`src/rtl/div_unit.sv`:
```
// Purpose: iterative restoring divider for DIV/DIVU, producing {remainder, quotient} for HI/LO.
// Latency: WIDTH+1 edges from start (operand latch plus WIDTH shift-subtract steps), 2 edges for a zero divisor.
// Backpressure: stall holds the pipeline while start is pending; the result is held in END until start drops.
module div_unit #(
    parameter int WIDTH = 32
) (
    input  logic                 clk,
    input  logic                 resetn,
    input  logic                 signed_div,
    input  logic [WIDTH-1:0]     opdata1,
    input  logic [WIDTH-1:0]     opdata2,
    input  logic                 start,
    input  logic                 annul,
    output logic [2*WIDTH-1:0]   result,
    output logic                 ready,
    output logic                 stall
);

    typedef enum logic [1:0] {
        FREE   = 2'd0,
        BYZERO = 2'd1,
        ON     = 2'd2,
        END    = 2'd3
    } state_t;

    localparam int CW = $clog2(WIDTH + 1);
    localparam logic [CW-1:0] LAST = CW'(WIDTH - 1);

    state_t             state;
    state_t             state_nxt;
    logic [CW-1:0]      cnt;
    // Bit 2*WIDTH is the remainder headroom so the shifted partial remainder never overflows.
    logic [2*WIDTH:0]   work;
    logic [WIDTH-1:0]   divisor_q;
    logic               neg_q;
    logic               neg_r;

    logic               accept;
    logic [WIDTH-1:0]   op1_abs;
    logic [WIDTH-1:0]   op2_abs;
    logic [WIDTH+1:0]   diff;
    logic [2*WIDTH:0]   step;
    logic [WIDTH-1:0]   quot;
    logic [WIDTH-1:0]   rem;
    logic [WIDTH-1:0]   quot_fix;
    logic [WIDTH-1:0]   rem_fix;

    // Operand magnitudes; unary minus of the most negative value yields its unsigned magnitude.
    always_comb begin
        accept  = start && !annul;
        op1_abs = (signed_div && opdata1[WIDTH-1]) ? -opdata1 : opdata1;
        op2_abs = (signed_div && opdata2[WIDTH-1]) ? -opdata2 : opdata2;
    end

    // One restoring step: subtract the divisor from the shifted partial remainder, keep it if non-negative.
    always_comb begin
        diff     = work[2*WIDTH:WIDTH-1] - {2'b00, divisor_q};
        step     = diff[WIDTH+1] ? {work[2*WIDTH-1:0], 1'b0}
                                 : {diff[WIDTH:0], work[WIDTH-2:0], 1'b1};
        quot     = step[WIDTH-1:0];
        rem      = step[2*WIDTH-1:WIDTH];
        quot_fix = neg_q ? -quot : quot;
        rem_fix  = neg_r ? -rem  : rem;
    end

    // Next-state decode and handshake outputs.
    always_comb begin
        state_nxt = state;
        ready     = 1'b0;
        stall     = 1'b0;
        case (state)
            FREE: begin
                if (accept) begin
                    state_nxt = (opdata2 == '0) ? BYZERO : ON;
                end
            end
            BYZERO: state_nxt = END;
            ON: begin
                if (annul) begin
                    state_nxt = FREE;
                end else if (cnt == LAST) begin
                    state_nxt = END;
                end
            end
            END: begin
                ready = 1'b1;
                if (!start) begin
                    state_nxt = FREE;
                end
            end
            default: state_nxt = FREE;
        endcase
        stall = start && !ready && !annul;
    end

    // State register.
    always_ff @(posedge clk) begin
        if (!resetn) begin
            state <= FREE;
        end else begin
            state <= state_nxt;
        end
    end

    // Operand latch, iteration datapath and result load.
    always_ff @(posedge clk) begin
        if (!resetn) begin
            cnt       <= '0;
            work      <= '0;
            divisor_q <= '0;
            neg_q     <= 1'b0;
            neg_r     <= 1'b0;
            result    <= '0;
        end else begin
            case (state)
                FREE: begin
                    if (accept) begin
                        work      <= {{(WIDTH + 1){1'b0}}, op1_abs};
                        divisor_q <= op2_abs;
                        neg_q     <= signed_div && (opdata1[WIDTH-1] ^ opdata2[WIDTH-1]);
                        neg_r     <= signed_div && opdata1[WIDTH-1];
                        cnt       <= '0;
                    end
                end
                BYZERO: result <= '0;
                ON: begin
                    if (!annul) begin
                        work <= step;
                        cnt  <= cnt + CW'(1);
                        if (cnt == LAST) begin
                            result <= {rem_fix, quot_fix};
                        end
                    end
                end
                default: ;
            endcase
        end
    end

endmodule

```
`config.mk`:
```
export PLATFORM = sky130hd
export DESIGN_NAME = div_unit
export DESIGN_NICKNAME = d
export VERILOG_FILES = /design/src/rtl/div_unit.sv
export SDC_FILE = /design/constraint.sdc
export NUM_CORES = 1
export LEC_CHECK = 0
export CORE_ASPECT_RATIO = 0.75
export CORE_MARGIN = 4
export CORE_UTILIZATION = 60
export DETAILED_ROUTE_END_ITERATION = 8
export PLACE_DENSITY_LB_ADDON = 0.05
export SKIP_LAST_GASP = 1
export SLEW_MARGIN = 20
export SYNTH_ARGS = -nofsm -noshare
export SYNTH_HDL_FRONTEND = slang
export SYNTH_SLANG_ARGS = --single-unit
```
`constraint.sdc`:
```
create_clock -name clk -period 13.8 [get_ports clk]
set_input_delay 4.14 -clock clk [delete_from_list [all_inputs] [get_ports clk]]
set_output_delay 4.14 -clock clk [all_outputs]
set_load 0.1 [all_outputs]
```
==> impl_metrics.xml, run 1 <==
<?xml version="1.0" encoding="UTF-8"?>
<metrics>
  <group name="run_status">
    <metric name="run_status" unit="">finished clean</metric>
  </group>
  <group name="placement">
    <metric name="gp_routability_congestion" unit="">0.925</metric>
    <metric name="count_of_buffers_inserted_at_the_top_level_ports" unit="">134</metric>
    <metric name="dp.final_hpwl" unit="um">25000</metric>
  </group>
  <group name="setup_path">
    <metric name="endpoint_kind" unit="">output port</metric>
    <metric name="timing.critical_path.required" unit="ns">9.66</metric>
    <metric name="rr_endpoint" unit="">result[30]$_SDFFE_PN0P_</metric>
    <metric name="ff2ff_setup_slack" unit="ns">8.07</metric>
    <metric name="regToRegStartpoint" unit="">work[42]$_SDFFE_PN0P_</metric>
    <metric name="critical_path_class" unit="">in -&gt; out</metric>
    <metric name="reg2reg_depth" unit="">19</metric>
    <metric name="timing.critical_path.from_type" unit="">primary input</metric>
    <metric name="cp_max_fo" unit="">5</metric>
    <metric name="critical_path_arrival" unit="ns">6.12</metric>
  </group>
  <group name="power">
    <metric name="power_switching_share" unit="%">37.7</metric>
    <metric name="pwr-share-seq" unit="%">35.9</metric>
    <metric name="p_per_area" unit="nW/um2">109</metric>
    <metric name="p_sw" unit="W">0.000562</metric>
    <metric name="combinationalPowerShare" unit="%">31.9</metric>
    <metric name="cell_internal_pwr" unit="W">0.000928</metric>
    <metric name="clock_power_share" unit="%">32.1</metric>
    <metric name="cellLeakagePower" unit="nW">5.08</metric>
    <metric name="ir_worst_vdd" unit="V">0.0000760</metric>
  </group>
  <group name="route">
    <metric name="vias_per_cell" unit="">6.31</metric>
    <metric name="num_vias" unit="">12000</metric>
    <metric name="drc" unit="">0</metric>
    <metric name="drtAntennaViolNets" unit="">0</metric>
    <metric name="route.detailed.wl_per_inst" unit="um">18.1</metric>
    <metric name="dr.first_iter.drc_count" unit="">1129</metric>
    <metric name="wirelength" unit="um">34400</metric>
    <metric name="drtPass1Iterations" unit="">6</metric>
  </group>
  <group name="cts">
    <metric name="ctsResizeCount" unit="">0</metric>
    <metric name="postCtsSetupRepairBufs" unit="">0</metric>
    <metric name="clock_sink_count" unit="">171</metric>
    <metric name="root_buffer" unit="">sky130_fd_sc_hd__clkbuf_16</metric>
    <metric name="cts.clk_slew.worst_paths" unit="ns">0.07</metric>
    <metric name="cts_tree" unit="">done</metric>
    <metric name="ctsHoldBuffers" unit="">0</metric>
    <metric name="clock_latency" unit="ns">0.44</metric>
    <metric name="num_cts_buffers" unit="">17</metric>
    <metric name="cts_htree_levels" unit="">4</metric>
    <metric name="cts.path.max_buffers" unit="">2</metric>
  </group>
  <group name="layout">
    <metric name="drive_gt1_share" unit="%">4.53</metric>
    <metric name="fillerInstances" unit="">1568</metric>
    <metric name="insertedDiodeCount" unit="">0</metric>
    <metric name="synthToLayoutAreaGrowth" unit="%">16.6</metric>
    <metric name="num-nets-final" unit="">1748</metric>
    <metric name="postLayoutCoreUtil" unit="%">72.6</metric>
  </group>
  <group name="timing">
    <metric name="report.final.setup_viol" unit="">0</metric>
    <metric name="timing.final.max_slew_violations" unit="">0</metric>
    <metric name="achievable-frequency" unit="GHz">0.0975</metric>
    <metric name="setup_tns" unit="ns">0</metric>
    <metric name="tightestPinTransition" unit="ns">1.09</metric>
    <metric name="grt_setup_unrepaired" unit="">false</metric>
    <metric name="clock_skew" unit="ns">0.0160</metric>
    <metric name="finalCriticalPeriod" unit="ns">10.26</metric>
    <metric name="share_of_the_cycle_needed_by_the_critical_path_after_routing" unit="%">74.3</metric>
    <metric name="timing.hold.ws" unit="ns">0.451</metric>
    <metric name="timing.slew.headroom" unit="%">27.1</metric>
    <metric name="hold_viol" unit="">0</metric>
  </group>
  <group name="worst_hold_path">
    <metric name="worstHoldStart" unit="">divisor_q[31]$_SDFFE_PN0P_</metric>
    <metric name="hp-class" unit="">reg -&gt; reg</metric>
    <metric name="worst_hold_path.num_cells" unit="">2</metric>
    <metric name="whs_endpoint" unit="">divisor_q[31]$_SDFFE_PN0P_</metric>
  </group>
  <group name="synth">
    <metric name="synth-edff-count" unit="">0</metric>
    <metric name="syn_nets" unit="">1678</metric>
    <metric name="synth_mux_area_share" unit="%">2.31</metric>
    <metric name="synth.largest_area_cell" unit="">sky130_fd_sc_hd__dfxtp_1</metric>
    <metric name="seq_area_frac_synth" unit="%">29.2</metric>
    <metric name="synthCells" unit="">1571</metric>
    <metric name="synth_seq_cells" unit="">171</metric>
    <metric name="yosysUniqueCellTypes" unit="">82</metric>
    <metric name="yosys.area_share.xor_xnor" unit="%">9.71</metric>
    <metric name="synth_top_family_by_area" unit="">compound AO/OA/AOI/OAI gates</metric>
    <metric name="synth_area_leaders" unit="">sky130_fd_sc_hd__dfxtp_1 (29%), sky130_fd_sc_hd__nor2_1 (8.1%), sky130_fd_sc_hd__a21oi_1 (6.6%), sky130_fd_sc_hd__xnor2_1 (6.1%), sky130_fd_sc_hd__ha_1 (3.9%)</metric>
    <metric name="top_flip_flop_cell_by_instance_count_after_synthesis" unit="">sky130_fd_sc_hd__dfxtp_1</metric>
    <metric name="synth-async-reset-ratio" unit="%">0</metric>
    <metric name="synth.avg_cell_area" unit="um2">7.46</metric>
    <metric name="synth.top_cells.by_count" unit="">sky130_fd_sc_hd__nor2_1 (253), sky130_fd_sc_hd__dfxtp_1 (171), sky130_fd_sc_hd__a21oi_1 (154)</metric>
    <metric name="synth-compound-area-share" unit="%">27.0</metric>
    <metric name="post-synth-top-count-cell" unit="">sky130_fd_sc_hd__nor2_1</metric>
    <metric name="post_synth_instance_area" unit="um2">11700</metric>
    <metric name="synth_warnings" unit="">0</metric>
    <metric name="synth_area_in_simple_gates" unit="%">22.4</metric>
    <metric name="synth_fa_ha_area_share" unit="%">4.12</metric>
    <metric name="synth_top_area_share" unit="%">29.2</metric>
  </group>
  <group name="grt">
    <metric name="grt_pass1_vias" unit="">10600</metric>
    <metric name="global_route_wire_length_before_repair" unit="um">54900</metric>
    <metric name="gr-usage-all-layers" unit="%">30.5</metric>
    <metric name="antenna_found_initial" unit="">0</metric>
    <metric name="grt_remaining_overflow" unit="">0</metric>
    <metric name="pin_count_of_the_biggest_net_entering_global_routing" unit="">86</metric>
  </group>
  <group name="floorplan">
    <metric name="die_x" unit="um">169</metric>
    <metric name="design.core.area" unit="um2">18800</metric>
    <metric name="floorplan.die_area" unit="um2">21900</metric>
    <metric name="boundaryPins" unit="">135</metric>
    <metric name="die_h" unit="um">129</metric>
    <metric name="rows" unit="">43</metric>
    <metric name="initial_utilization" unit="%">62.3</metric>
  </group>
  <group name="job">
    <metric name="max-cap-violations" unit="">0</metric>
  </group>
</metrics>
## registers in the layout, indices dropped and copies added (netlist names)
signal     count
work          65
cnt            6
result        64
state          2
neg_q          1
neg_r          1
divisor_q     32
## critical path, stage by stage
cell and delay (ns):
sky130_fd_sc_hd__clkdlybuf4s50_1 0.47, sky130_fd_sc_hd__nand2b_1 0.24, sky130_fd_sc_hd__nor2_1 0.12, sky130_fd_sc_hd__clkdlybuf4s50_1 1.14
## logic make-up after synthesis
group | count (synthesis)
multiplexers | 27
flip-flops | 171
buffers and inverters | 157
AO/OA/AOI/OAI | 483
XOR/XNOR | 130
AND/OR/NAND/NOR | 565
adder cells (fa/ha/maj) | 38
## area by class of cell
cell class                 instances  area (um2)  share of cell area, %
inverter                          64         243                   1.78
tap                              247         309                   2.26
timing repair buffer             144        1420                   10.4
sequential                       171        3420                   25.1
multi-input combinational       1243        7710                   56.4
clock buffer                      18         429                   3.14
clock inverter                    14         141                   1.03
## how the worst max path moves through the flow
| stage | startpoint | end | slack (ns) | cells after the start |
|---|---|---|---|---|
| after floorplan | annul | stall | 4.08 | 2 |
| after global placement | annul | stall | 3.57 | 4 |
| after detailed placement | annul | stall | 3.55 | 4 |
| after CTS | annul | stall | 3.54 | 4 |
| after global routing | annul | stall | 3.46 | 4 |
| final | annul | stall | 3.54 | 4 |
## stage by stage
stage               area [um2]  instances  worst slack [ns]  total power (W)
floorplan                11700       1571              4.08         0.000886
global placement         13100       1869              3.57         0.000998
detailed placement       13100       1869              3.55          0.00101
CTS                      13700       1901              3.54          0.00148
global route             13700       1901              3.46          0.00156
finish                   13700       1901              3.54          0.00149
## layout by cell type, fill, tap and decap left out, types with 13 or more instances in the layout
cell and count:
sky130_fd_sc_hd__a211oi_1 52, sky130_fd_sc_hd__a21oi_1 153, sky130_fd_sc_hd__a22oi_1 37, sky130_fd_sc_hd__a31oi_1 16, sky130_fd_sc_hd__and2_1 16, sky130_fd_sc_hd__clkbuf_16 17
sky130_fd_sc_hd__clkdlybuf4s50_1 134, sky130_fd_sc_hd__dfxtp_1 170, sky130_fd_sc_hd__ha_1 37, sky130_fd_sc_hd__inv_1 62, sky130_fd_sc_hd__mux2i_1 27, sky130_fd_sc_hd__nand2_1 113
sky130_fd_sc_hd__nand3_1 20, sky130_fd_sc_hd__nand4_1 15, sky130_fd_sc_hd__nor2_1 252, sky130_fd_sc_hd__nor3_1 39, sky130_fd_sc_hd__nor4_1 19, sky130_fd_sc_hd__o21ai_0 91
sky130_fd_sc_hd__o21ai_1 13, sky130_fd_sc_hd__o31ai_1 23, sky130_fd_sc_hd__or3_1 23, sky130_fd_sc_hd__or4_1 13, sky130_fd_sc_hd__xnor2_1 81, sky130_fd_sc_hd__xor2_1 49
## layer usage
| layer | global-route usage [%] | share of wire [%] | wire, um |
|---|---|---|---|
| met1 | 44.5 | 46 | 16000 |
| met5 | 0 | 0 | 0 |
| met3 | 5.79 | 8.3 | 2840 |
| met2 | 47.0 | 44 | 15000 |
| met4 | 7.57 | 1.7 | 579 |
## power groups by stage
stage	clock, W	combinational (W)	sequential (W)
global placement	0	0.000453	0.000545
floorplan	0	0.000347	0.000539
detailed placement	0	0.000460	0.000546
finish	0.000479	0.000476	0.000535
CTS	0.000478	0.000465	0.000535
global route	0.000500	0.000521	0.000538
Note: power is estimated with default switching activity, not from simulation.
==> inputs of run 2 (changes only) <==
CORE_UTILIZATION = 52   (was 60)
clock period = 8.3 ns   (was 13.8 ns; I/O delays follow)
==> run 2 against run 1 <==
Net effect:
- worst setup slack got worse by 1.5 ns
- sequential cell count unchanged
- utilization decreased by 11 points
- non-clock buffer count down 1
- via count fell by 3.3%
- sequential share of layout area shrank 0.073 points
- final cell count up 2.4%
- combinational power rose by 65%
- design area grew 0.29%
- clock skew down 0.0056 ns
- register-to-register slack worse by 5.4 ns
- clock power up 64%
==> impl_metrics.xml, run 2 (same netlist as run 1, synthesis figures left out) <==
<?xml version="1.0" encoding="UTF-8"?>
<metrics>
  <group name="route">
    <metric name="dr.first_iter.drc_count" unit="">1022</metric>
    <metric name="route.detailed.wl_per_inst" unit="um">17.4</metric>
    <metric name="drtPass1Iterations" unit="">5</metric>
    <metric name="drc" unit="">0</metric>
    <metric name="vias_per_cell" unit="">5.96</metric>
    <metric name="num_vias" unit="">11600</metric>
    <metric name="drtAntennaViolNets" unit="">0</metric>
    <metric name="wirelength" unit="um">33900</metric>
  </group>
  <group name="placement">
    <metric name="dp.final_hpwl" unit="um">25000</metric>
    <metric name="dp_worst_setup_slack" unit="ns">2.05</metric>
    <metric name="count_of_buffers_inserted_at_the_top_level_ports" unit="">134</metric>
    <metric name="gp_routability_congestion" unit="">0.873</metric>
  </group>
  <group name="cts">
    <metric name="root_buffer" unit="">sky130_fd_sc_hd__clkbuf_16</metric>
    <metric name="postCtsSetupRepairBufs" unit="">0</metric>
    <metric name="ctsHoldBuffers" unit="">0</metric>
    <metric name="clock_sink_count" unit="">171</metric>
    <metric name="num_cts_buffers" unit="">17</metric>
    <metric name="cts.clk_slew.worst_paths" unit="ns">0.06</metric>
    <metric name="cts_htree_levels" unit="">4</metric>
    <metric name="clock_latency" unit="ns">0.45</metric>
    <metric name="ctsResizeCount" unit="">0</metric>
    <metric name="cts_tree" unit="">done</metric>
    <metric name="cts.path.max_buffers" unit="">2</metric>
  </group>
  <group name="layout">
    <metric name="layout.cells.most_common" unit="">sky130_fd_sc_hd__nor2_1</metric>
    <metric name="max_flop_register" unit="">work</metric>
    <metric name="insertedDiodeCount" unit="">0</metric>
    <metric name="layout.cells.most_common_list" unit="">sky130_fd_sc_hd__nor2_1 (252), sky130_fd_sc_hd__dfxtp_1 (170), sky130_fd_sc_hd__a21oi_1 (153), sky130_fd_sc_hd__clkdlybuf4s50_1 (133), sky130_fd_sc_hd__nand2_1 (113)</metric>
    <metric name="synthToLayoutAreaGrowth" unit="%">17.0</metric>
    <metric name="multiInputGateArea" unit="um2">7710</metric>
    <metric name="drive_gt1_share" unit="%">4.54</metric>
    <metric name="sequential_cell_area_in_the_final_layout" unit="um2">3420</metric>
    <metric name="largest_register_ffs" unit="">65</metric>
    <metric name="num-nets-final" unit="">1747</metric>
    <metric name="largest_registers" unit="">work (65), result (64), divisor_q (32)</metric>
    <metric name="fillerInstances" unit="">2091</metric>
  </group>
  <group name="setup_path">
    <metric name="critical_path_class" unit="">in -&gt; out</metric>
    <metric name="rr_endpoint" unit="">result[24]$_SDFFE_PN0P_</metric>
    <metric name="reg2reg_depth" unit="">17</metric>
    <metric name="timing.critical_path.from_type" unit="">primary input</metric>
    <metric name="timing.critical_path.required" unit="ns">5.81</metric>
    <metric name="regToRegStartpoint" unit="">work[36]$_SDFFE_PN0P_</metric>
    <metric name="cp_max_fo" unit="">5</metric>
    <metric name="ff2ff_setup_slack" unit="ns">2.66</metric>
    <metric name="endpoint_kind" unit="">output port</metric>
    <metric name="critical_path_arrival" unit="ns">3.77</metric>
  </group>
  <group name="timing">
    <metric name="tightestPinTransition" unit="ns">1.08</metric>
    <metric name="timing.final.max_slew_violations" unit="">0</metric>
    <metric name="hold_viol" unit="">0</metric>
    <metric name="timing.slew.headroom" unit="%">27.8</metric>
    <metric name="achievable-frequency" unit="GHz">0.160</metric>
    <metric name="share_of_the_cycle_needed_by_the_critical_path_after_routing" unit="%">75.4</metric>
    <metric name="clock_skew" unit="ns">0.0104</metric>
    <metric name="timing.hold.ws" unit="ns">0.446</metric>
    <metric name="finalCriticalPeriod" unit="ns">6.26</metric>
    <metric name="setup_tns" unit="ns">0</metric>
    <metric name="report.final.setup_viol" unit="">0</metric>
    <metric name="finalWorstSetupSlack" unit="ns">2.04</metric>
    <metric name="grt_setup_unrepaired" unit="">false</metric>
  </group>
  <group name="grt">
    <metric name="grt_util_met3" unit="%">5.70</metric>
    <metric name="grt_pass1_vias" unit="">10500</metric>
    <metric name="gr-usage-all-layers" unit="%">26.4</metric>
    <metric name="antenna_found_initial" unit="">0</metric>
    <metric name="met1_usage" unit="%">39.1</metric>
    <metric name="groute.layer.met2.usage" unit="%">39.5</metric>
    <metric name="grt_remaining_overflow" unit="">0</metric>
    <metric name="gr-max-usage-layer" unit="">met2</metric>
    <metric name="global_route_wire_length_before_repair" unit="um">55000</metric>
    <metric name="pin_count_of_the_biggest_net_entering_global_routing" unit="">76</metric>
  </group>
  <group name="power">
    <metric name="cellLeakagePower" unit="nW">5.07</metric>
    <metric name="ir_worst_vdd" unit="V">0.000159</metric>
    <metric name="p_per_area" unit="nW/um2">180</metric>
    <metric name="design_power_total" unit="W">0.00246</metric>
  </group>
  <group name="floorplan">
    <metric name="floorplan.die_area" unit="um2">25000</metric>
    <metric name="rows" unit="">47</metric>
    <metric name="boundaryPins" unit="">135</metric>
    <metric name="design.core.area" unit="um2">22100</metric>
    <metric name="die_x" unit="um">181</metric>
    <metric name="die_h" unit="um">138</metric>
    <metric name="initial_utilization" unit="%">53.0</metric>
  </group>
  <group name="worst_hold_path">
    <metric name="hp-class" unit="">reg -&gt; reg</metric>
    <metric name="worst_hold_path.num_cells" unit="">2</metric>
    <metric name="whs_endpoint" unit="">result[59]$_SDFFE_PN0P_</metric>
    <metric name="worstHoldStart" unit="">result[59]$_SDFFE_PN0P_</metric>
  </group>
  <group name="job">
    <metric name="max-cap-violations" unit="">0</metric>
  </group>
  <group name="run_status">
    <metric name="run_status" unit="">finished clean</metric>
  </group>
</metrics>
==> run 2: changes by cell type in the layout (fill, tap and decap cells not counted), sizes merged <==
cell / previous run / this run
clkinvlp: 1 / 4
inv: 74 / 67
clkinv: 3 / 5
clkdlybuf4s50: 134 / 133
clkbuf: 18 / 19
bufinv: 0 / 1
==> run 2: metrics by stage <==
stage | cells | util (%) | cell area, um2
after detailed placement | 1915 | 59.5 | 13100
after floorplan | 1571 | - | 11700
after CTS | 1947 | 62.0 | 13700
after global routing | 1947 | 62.0 | 13700
final | 1947 | 62.0 | 13700
after global placement | 1915 | 59.5 | 13100
==> run 2: cell type report <==
class / instances / share of cell area (%)
multi-input combinational: 1243 / 56.2
sequential: 171 / 25.0
timing repair buffer: 143 / 10.3
clock buffer: 19 / 3.23
tap: 294 / 2.68
inverter: 64 / 1.77
clock inverter: 13 / 0.867
==> run 2: worst max-delay path, stage by stage <==
cell and delay, ns:
sky130_fd_sc_hd__clkdlybuf4s50_1 0.51, sky130_fd_sc_hd__nand2b_1 0.27, sky130_fd_sc_hd__nor2_1 0.18, sky130_fd_sc_hd__buf_4 0.32
==> run 2: power breakdown <==
group          switching (W)  internal [W]
Clock               0.000361      0.000423
Combinational       0.000497      0.000289
Sequential         0.0000391      0.000852
Total               0.000898       0.00156
==> run 2: worst max path at each step <==
stage          startpoint    end  slack (ns)  cells after the start
3_3_place_gp        annul  stall        2.03                      4
4_1_cts             annul  stall        2.05                      4
6_report            annul  stall        2.04                      4
3_5_place_dp        annul  stall        2.05                      4
5_1_grt             annul  stall        1.97                      4
2_1_floorplan       annul  stall        1.88                      2
==> run 2: layer usage <==
layer	wire length, um	up-vias	part of all wire (%)
li1	-	5783	-
met1	16400	5413	48
met2	14700	374	43
met3	2330	30	6.9
met4	481	0	1.4
met5	0	-	0
==> inputs of run 3 (changes only) <==
clock period = 5.6 ns   (was 8.3 ns; I/O delays follow)
==> run 3 against run 2 <==
Net effect:
- power is 51% higher
- register-to-register slack worse by 1.7 ns
- clock power increased by 57%
- final cell count up 0.26%
- via count increased by 0.69%
- clock skew rose by 0.0013 ns
- critical path depth did not move
- global-route usage increased by 0.44 points
- die area stayed put
- first-iteration DRC count is 0.49% lower
- design area rose by 0.63%
- critical path type unchanged
==> impl_metrics.xml, run 3 (same netlist as run 1, synthesis figures left out) <==
<?xml version="1.0" encoding="UTF-8"?>
<metrics>
  <group name="layout">
    <metric name="max_flop_register" unit="">work</metric>
    <metric name="synthToLayoutAreaGrowth" unit="%">17.7</metric>
    <metric name="layout.cells.most_common" unit="">sky130_fd_sc_hd__nor2_1</metric>
    <metric name="num-nets-final" unit="">1752</metric>
    <metric name="insertedDiodeCount" unit="">0</metric>
    <metric name="largest_registers" unit="">work (65), result (64), divisor_q (32)</metric>
    <metric name="sequential_cell_area_in_the_final_layout" unit="um2">3420</metric>
    <metric name="largest_register_ffs" unit="">65</metric>
    <metric name="drive_gt1_share" unit="%">4.95</metric>
    <metric name="multiInputGateArea" unit="um2">7710</metric>
    <metric name="finalNonFillerCells" unit="">1952</metric>
    <metric name="layout.cells.most_common_list" unit="">sky130_fd_sc_hd__nor2_1 (252), sky130_fd_sc_hd__dfxtp_1 (170), sky130_fd_sc_hd__a21oi_1 (153), sky130_fd_sc_hd__clkdlybuf4s50_1 (133), sky130_fd_sc_hd__nand2_1 (113)</metric>
    <metric name="fillerInstances" unit="">2080</metric>
    <metric name="post-route-cell-area" unit="um2">13800</metric>
  </group>
  <group name="cts">
    <metric name="root_buffer" unit="">sky130_fd_sc_hd__clkbuf_16</metric>
    <metric name="cts.path.max_buffers" unit="">2</metric>
    <metric name="clock_latency" unit="ns">0.45</metric>
    <metric name="cts.clk_slew.worst_paths" unit="ns">0.07</metric>
    <metric name="clock_sink_count" unit="">171</metric>
    <metric name="cts_tree" unit="">done</metric>
    <metric name="postCtsSetupRepairBufs" unit="">0</metric>
    <metric name="ctsResizeCount" unit="">0</metric>
    <metric name="cts_htree_levels" unit="">4</metric>
    <metric name="ctsHoldBuffers" unit="">0</metric>
    <metric name="num_cts_buffers" unit="">17</metric>
  </group>
  <group name="power">
    <metric name="combinationalPowerShare" unit="%">31.6</metric>
    <metric name="pwr-share-seq" unit="%">35.4</metric>
    <metric name="p_per_area" unit="nW/um2">270</metric>
    <metric name="cell_internal_pwr" unit="W">0.00237</metric>
    <metric name="ir_worst_vdd" unit="V">0.000220</metric>
    <metric name="cellLeakagePower" unit="nW">5.12</metric>
    <metric name="power_switching_share" unit="%">36.4</metric>
    <metric name="p_sw" unit="W">0.00136</metric>
    <metric name="clock_power_share" unit="%">33.0</metric>
  </group>
  <group name="worst_hold_path">
    <metric name="worstHoldStart" unit="">result[27]$_SDFFE_PN0P_</metric>
    <metric name="whs_endpoint" unit="">result[27]$_SDFFE_PN0P_</metric>
    <metric name="hp-class" unit="">reg -&gt; reg</metric>
    <metric name="worst_hold_path.num_cells" unit="">2</metric>
  </group>
  <group name="floorplan">
    <metric name="rows" unit="">47</metric>
    <metric name="boundaryPins" unit="">135</metric>
    <metric name="die_x" unit="um">181</metric>
    <metric name="initial_utilization" unit="%">53.0</metric>
    <metric name="design.core.area" unit="um2">22100</metric>
    <metric name="die_h" unit="um">138</metric>
    <metric name="floorplan.die_area" unit="um2">25000</metric>
  </group>
  <group name="placement">
    <metric name="count_of_buffers_inserted_at_the_top_level_ports" unit="">134</metric>
    <metric name="dp.final_hpwl" unit="um">25700</metric>
    <metric name="placement.cell_area" unit="um2">13200</metric>
    <metric name="gp_routability_congestion" unit="">0.941</metric>
    <metric name="dp_worst_setup_slack" unit="ns">0.886</metric>
    <metric name="place.detailed.instances" unit="">1920</metric>
  </group>
  <group name="job">
    <metric name="max-cap-violations" unit="">0</metric>
  </group>
  <group name="timing">
    <metric name="hold_viol" unit="">0</metric>
    <metric name="clock_skew" unit="ns">0.0117</metric>
    <metric name="timing.slew.headroom" unit="%">30.0</metric>
    <metric name="grt_setup_unrepaired" unit="">false</metric>
    <metric name="timing.final.max_slew_violations" unit="">0</metric>
    <metric name="report.final.setup_viol" unit="">0</metric>
    <metric name="finalWorstSetupSlack" unit="ns">0.927</metric>
    <metric name="setup_tns" unit="ns">0</metric>
    <metric name="achievable-frequency" unit="GHz">0.214</metric>
    <metric name="tightestPinTransition" unit="ns">1.05</metric>
    <metric name="timing.hold.ws" unit="ns">0.452</metric>
    <metric name="share_of_the_cycle_needed_by_the_critical_path_after_routing" unit="%">83.4</metric>
    <metric name="finalCriticalPeriod" unit="ns">4.67</metric>
  </group>
  <group name="route">
    <metric name="num_vias" unit="">11700</metric>
    <metric name="drc" unit="">0</metric>
    <metric name="wirelength" unit="um">34700</metric>
    <metric name="drtPass1Iterations" unit="">5</metric>
    <metric name="vias_per_cell" unit="">5.98</metric>
    <metric name="dr.first_iter.drc_count" unit="">1017</metric>
    <metric name="drtAntennaViolNets" unit="">0</metric>
    <metric name="route.detailed.wl_per_inst" unit="um">17.8</metric>
  </group>
  <group name="grt">
    <metric name="grt_pass1_vias" unit="">10700</metric>
    <metric name="global_route_wire_length_before_repair" unit="um">56000</metric>
    <metric name="grt_remaining_overflow" unit="">0</metric>
    <metric name="pin_count_of_the_biggest_net_entering_global_routing" unit="">78</metric>
    <metric name="antenna_found_initial" unit="">1</metric>
    <metric name="gr-usage-all-layers" unit="%">26.8</metric>
  </group>
  <group name="setup_path">
    <metric name="reg2reg_depth" unit="">15</metric>
    <metric name="timing.critical_path.required" unit="ns">3.92</metric>
    <metric name="critical_path_class" unit="">in -&gt; out</metric>
    <metric name="critical_path_arrival" unit="ns">2.99</metric>
    <metric name="ff2ff_setup_slack" unit="ns">0.94</metric>
    <metric name="cp_max_fo" unit="">5</metric>
    <metric name="endpoint_kind" unit="">output port</metric>
    <metric name="timing.critical_path.from_type" unit="">primary input</metric>
    <metric name="regToRegStartpoint" unit="">work[31]$_SDFFE_PN0P_</metric>
    <metric name="rr_endpoint" unit="">result[62]$_SDFFE_PN0P_</metric>
  </group>
  <group name="run_status">
    <metric name="run_status" unit="">finished clean</metric>
  </group>
</metrics>
## run 3: changes by cell type in the layout (fill, tap and decap cells not counted), sizes merged
cell / delta
buf: +5
inv: +3
clkinv: -2
bufinv: +1
clkbuf: -1
clkinvlp: -1
## run 3: power by group through the flow
stage          clock, W  sequential (W)  combinational, W
2_1_floorplan         0         0.00133          0.000855
6_report        0.00123         0.00132           0.00118
3_3_place_gp          0         0.00134           0.00114
5_1_grt         0.00130         0.00133           0.00129
4_1_cts         0.00124         0.00132           0.00116
3_5_place_dp          0         0.00135           0.00115
## run 3: per-layer routing
layer | vias up | track usage (%) | share of wire (%)
li1 | 5804 | - | -
met3 | 35 | 4.41 | 6.0
met4 | 0 | 6.12 | 1.2
met1 | 5481 | 40.5 | 50
met2 | 360 | 40.1 | 43
met5 | - | 0 | 0
## run 3: area by class of cell
type | instances | share of cell area, %
multi-input combinational | 1243 | 55.9
sequential | 171 | 24.8
timing repair buffer | 148 | 10.6
clock buffer | 18 | 3.18
tap | 294 | 2.67
inverter | 64 | 1.76
clock inverter | 14 | 1.14
## run 3: critical path, stage by stage
cell and delay (ns):
sky130_fd_sc_hd__clkdlybuf4s50_1 0.52, sky130_fd_sc_hd__nand2b_1 0.29, sky130_fd_sc_hd__nor2_1 0.18, sky130_fd_sc_hd__buf_4 0.32
## run 3: worst max-delay path by stage
stage | start | end | slack (ns) | depth (start not counted)
after global routing | divisor_q[27]$_SDFFE_PN0P_ | result[30]$_SDFFE_PN0P_ | 0.62 | 18
after detailed placement | opdata2[0] | state[0]$_SDFFE_PN0P_ | 0.89 | 12
after CTS | annul | stall | 0.94 | 4
final | annul | stall | 0.93 | 4
after floorplan | annul | stall | 0.80 | 2
after global placement | annul | stall | 0.97 | 4
## run 3: stage by stage
step / utilization, % / power, W
6_report: 62.4 / 0.00373
5_1_grt: 62.4 / 0.00392
4_1_cts: 62.4 / 0.00372
3_5_place_dp: 59.7 / 0.00250
3_3_place_gp: 59.7 / 0.00248
2_1_floorplan: - / 0.00218
